### src/rtl/final_top.sv
// Streaming sample processor: power-of-two moving average followed by a
// hysteresis slicer that recovers a bit stream and flags every transition.
//
// Ports:
//   clk        : system clock, rising edge
//   rst_n      : asynchronous active-low reset
//   din        : signed input sample
//   din_valid  : din carries a new sample this cycle
//   avg_out    : signed moving average of the last TAPS accepted samples
//   avg_valid  : strobe, avg_out updated this edge with a full window
//   bit_out    : hysteresis-sliced bit
//   edge_pulse : strobe, bit_out changed this edge
module final_top #(
   parameter int WIDTH     = 12,
   parameter int LOG2_TAPS = 3,
   parameter int THRESH_HI = 100,
   parameter int THRESH_LO = 50
) (
   input  logic             clk,
   input  logic             rst_n,
   input  logic [WIDTH-1:0] din,
   input  logic             din_valid,
   output logic [WIDTH-1:0] avg_out,
   output logic             avg_valid,
   output logic             bit_out,
   output logic             edge_pulse
);

   localparam int TAPS = 1 << LOG2_TAPS;
   localparam int SW   = WIDTH + LOG2_TAPS;
   localparam int FW   = LOG2_TAPS + 1;

   localparam logic signed [WIDTH-1:0] TH_HI = WIDTH'(THRESH_HI);
   localparam logic signed [WIDTH-1:0] TH_LO = WIDTH'(THRESH_LO);
   localparam logic [FW-1:0]           FULL  = FW'(TAPS);

   if (THRESH_LO > THRESH_HI) begin : g_bad_thresh
      $fatal(1, "final_top: THRESH_LO must not exceed THRESH_HI");
   end
   if (LOG2_TAPS < 1 || LOG2_TAPS > 6) begin : g_bad_taps
      $fatal(1, "final_top: LOG2_TAPS must be in 1..6");
   end

   // dly_q[0] is the newest sample, dly_q[TAPS-1] the oldest
   logic [WIDTH-1:0]        dly_q [TAPS];
   logic signed [SW-1:0]    sum_q, sum_d;
   logic [FW-1:0]           fill_q, fill_d;
   logic signed [WIDTH-1:0] avg_q, avg_d;
   logic                    avg_valid_q, avg_valid_d;
   logic                    bit_q, bit_d;
   logic                    edge_q, edge_d;

   logic signed [SW-1:0]    din_ext, old_ext, sum_sh;

   always_comb begin
      din_ext = {{LOG2_TAPS{din[WIDTH-1]}}, din};
      old_ext = {{LOG2_TAPS{dly_q[TAPS-1][WIDTH-1]}}, dly_q[TAPS-1]};
      // The sum of TAPS WIDTH-bit samples always fits in SW bits.
      sum_d   = sum_q + din_ext - old_ext;
      // Arithmetic shift floors toward minus infinity; result fits WIDTH.
      sum_sh  = sum_d >>> LOG2_TAPS;
      avg_d   = sum_sh[WIDTH-1:0];
      fill_d  = (fill_q == FULL) ? fill_q : fill_q + FW'(1);
   end

   always_comb begin
      bit_d = bit_q;
      if (din_valid) begin
         if (avg_d > TH_HI) begin
            bit_d = 1'b1;
         end else if (avg_d < TH_LO) begin
            bit_d = 1'b0;
         end
      end
      avg_valid_d = din_valid && (fill_d == FULL);
      edge_d      = din_valid && (bit_d != bit_q);
   end

   always_ff @(posedge clk or negedge rst_n) begin
      if (!rst_n) begin
         for (int i = 0; i < TAPS; i++) begin
            dly_q[i] <= '0;
         end
         sum_q       <= '0;
         fill_q      <= '0;
         avg_q       <= '0;
         avg_valid_q <= 1'b0;
         bit_q       <= 1'b0;
         edge_q      <= 1'b0;
      end else begin
         avg_valid_q <= avg_valid_d;
         edge_q      <= edge_d;
         if (din_valid) begin
            dly_q[0] <= din;
            for (int i = 1; i < TAPS; i++) begin
               dly_q[i] <= dly_q[i-1];
            end
            sum_q  <= sum_d;
            fill_q <= fill_d;
            avg_q  <= avg_d;
            bit_q  <= bit_d;
         end
      end
   end

   assign avg_out    = avg_q;
   assign avg_valid  = avg_valid_q;
   assign bit_out    = bit_q;
   assign edge_pulse = edge_q;

endmodule

### config.mk
export PLATFORM = sky130hd
export DESIGN_NAME = final_top
export DESIGN_NICKNAME = d
export VERILOG_FILES = /design/src/rtl/final_top.sv
export SDC_FILE = /design/constraint.sdc
export NUM_CORES = 1
export LEC_CHECK = 0
export CORE_ASPECT_RATIO = 1.5
export CORE_MARGIN = 10
export CORE_UTILIZATION = 55
export CTS_CLUSTER_SIZE = 30
export DETAILED_ROUTE_END_ITERATION = 8
export GPL_TIMING_DRIVEN = 0
export HOLD_SLACK_MARGIN = 0.06
export PLACE_DENSITY = 0.72
export SLEW_MARGIN = 20
export SYNTH_ARGS = -nofsm -noshare
export SYNTH_HDL_FRONTEND = slang
export SYNTH_SLANG_ARGS = --single-unit
### constraint.sdc
create_clock -name clk -period 7.1 [get_ports clk]
set_input_delay 2.13 -clock clk [delete_from_list [all_inputs] [get_ports clk]]
set_output_delay 2.13 -clock clk [all_outputs]
set_load 0.01 [all_outputs]
==> impl_metrics.toml <==
[run_status]
run_status = "finished clean"

[synth]
async_flop_share_pct = 100
synth_fp_nets = 535
ys_types = 51
avgSynthCellArea_sq_um = 12.1
synth-edff-count = 0
netlist_area_sq_um = 5910
synth_ff_type = "dfrtp_1"
yosys_warnings = 0
ys_ff_latch = 118
synth_cells = 488
synth_seq_area_share_pct = 50.0

[final_layout]
mostFrequentLayoutCells = "118 x dfrtp_1, 98 x mux2_2, 60 x inv_1"
area_growth_pct = 18.7
final_nets = 583
drive_gt1_share_pct = 27.2
antenna_cells = 0
final_cells = 692
final_common_cell = "dfrtp_1"

[global_routing]
grt_pass1_wl_um = 19400
grt_overflow = 0
grt_pass1_vias = 4062
grt.total_usage_pct = 15.5
antenna_found_initial = 0
grt_max_degree = 83

[clock_network]
cts_buffer_depth = 2
cts.clk_slew.worst_paths_ns = 0.05
clock-sinks = 118
cts_buffers = 17
post_cts_buffers = 0
insertion_delay_ns = 0.41
post_cts_resized = 0
ctsRootBufferMaster = "clkbuf_16"
tritoncts = "done"
postCtsHoldBufs = 0
htreeDepth = 4

[routing]
viasPerCell = 5.42
wire_per_inst_um = 16.1
first_pass_iters = 4
ant_nets = 0
totalWireLength_um = 11200
drc = 0
drt_iter0_markers = 147
vias = 3750

[sta]
slew_viol_final = 0
worstMarginPinSlew_ns = 0.742
clock_skew_ns = 0.00694
finalSetupViolCount = 0
hold_viol_final = 0
period_needed_ns = 5.41
max_freq_mhz = 185
fin_crit_sh_pct = 76.3
grt_setup_unrepaired = "no"
maxSlewHeadroom_pct = 50.5

[setup_path]
criticalPathCategory = "input port to flip-flop"
startpoint_type = "input port"
end_kind = "flip-flop"
arrival_ns = 5.72
path_max_fanout = 5
required_ns = 7.41

[floorplanning]
die_y_um = 147
die-area_sq_um = 15400
die_x_um = 105
initial_core_util_pct = 56.1
rows = 46
core_sq_um = 10500
io_pins = 30

[placement]
dp.cells = 661
dp_hpwl_um = 8420
io_buffer_count = 28
place.gp.congestion = 0.859

[run]
drv_cap = 0

[hold_path]
hold_class = "flip-flop to flip-flop"
-- kinds of logic (layout without fill, tap and decap cells) --
group / after synthesis / in the layout / synth area share (%)
buf+inv: 91 / 151 / 6.84
compound gates: 71 / 71 / 8.38
flops: 118 / 118 / 50.0
xor+xnor: 10 / 10 / 1.48
mux: 99 / 99 / 18.8
simple gates: 67 / 67 / 5.93
fa+ha+maj: 32 / 32 / 8.55
-- layer usage --
metal | global-route usage (%) | part of all wire, %
met5 | 0 | 0
met1 | 16.2 | 40
met4 | 6.96 | 2.6
met2 | 28.1 | 54
met3 | 4.60 | 3.5
-- layout make-up --
| cell class | instances | area, sq um |
|---|---|---|
| Buffer | 31 | 179 |
| Inverter | 60 | 225 |
| Fill cell | 798 | 3520 |
| Timing Repair Buffer | 29 | 309 |
| Multi-Input combinational cell | 279 | 2550 |
| Clock inverter | 8 | 148 |
| Tap cell | 144 | 180 |
| Clock buffer | 23 | 468 |
| Sequential cell | 118 | 2950 |
-- Yosys cell counts (2+ instances only) --
library cell | instances | area (sq um)
dfrtp_1 | 118 | 2950
mux2_2 | 98 | 1100
inv_1 | 60 | 225
nand2_1 | 21 | 78.8
o21ai_0 | 19 | 95.1
ha_1 | 18 | 225
buf_4 | 14 | 105
fa_1 | 14 | 280
a21oi_1 | 13 | 65.1
clkbuf_1 | 12 | 45.0
nor2_1 | 9 | 33.8
xnor2_1 | 8 | 70.1
nand3_1 | 7 | 35.0
a21o_1 | 5 | 37.5
nand2b_1 | 5 | 31.3
a211o_1 | 4 | 35.0
a211oi_1 | 4 | 30.0
o21a_1 | 4 | 30.0
and3_1 | 3 | 18.8
nor3_1 | 3 | 15.0
o211ai_1 | 3 | 22.5
o311ai_1 | 3 | 26.3
a2111o_1 | 2 | 22.5
a2111oi_0 | 2 | 17.5
and2_1 | 2 | 12.5
buf_1 | 2 | 7.51
buf_2 | 2 | 10.0
nand4_1 | 2 | 12.5
nor2b_1 | 2 | 12.5
nor3b_1 | 2 | 15.0
nor4_1 | 2 | 12.5
nor4b_1 | 2 | 17.5
o2111ai_1 | 2 | 17.5
o21ai_1 | 2 | 10.0
or3_1 | 2 | 12.5
xor2_1 | 2 | 17.5
-- registers in the layout (all words and copies together), names as in the netlist --
name / count
sum_q: 15
bit_out: 1
edge_pulse: 1
dly_q: 96
avg_valid: 1
fill_q: 4
-- metrics by stage --
| step | hold WS, ns | worst slack [ns] | util (%) | setup TNS [ns] | area (sq um) |
|---|---|---|---|---|---|
| floorplan | 0.449 | 2.28 | - | 0 | 5910 |
| global placement | 0.466 | -0.435 | 60.5 | -50.08 | 6370 |
| detailed placement | 0.478 | 1.32 | 60.8 | 0 | 6400 |
| CTS | 0.488 | 1.74 | 66.6 | 0 | 7010 |
| global route | 0.510 | 1.54 | 66.6 | 0 | 7010 |
| finish | 0.490 | 1.69 | 66.6 | 0 | 7010 |
-- final timing paths --
kind	slack, ns	start	cells after the start	to
min in group asynchronous	1.62	rst_n	1	fill_q[1]
worst min register to register	0.49	dly_q[23]	2	dly_q[11]
worst max register to register	3.60	dly_q[1]	10	edge_pulse
worst min-delay path	0.49	dly_q[23]	2	dly_q[11]
worst max-delay path	1.69	din[1]	12	edge_pulse
max in group asynchronous	4.78	rst_n	2	dly_q[5]
-- critical path, cell delays in order --
cell and delay [ns]:
clkdlybuf4s50_1 0.47, inv_1 0.08, fa_1 0.59, inv_1 0.06, ha_1 0.28, a211o_1 0.39
a2111oi_2 0.51, o21a_1 0.24, xnor2_1 0.26, o311ai_1 0.24, and4b_1 0.24, a311oi_2 0.23
Power is not shown: default switching activity piles up to over one toggle a cycle in this logic, so the estimate is an artifact.
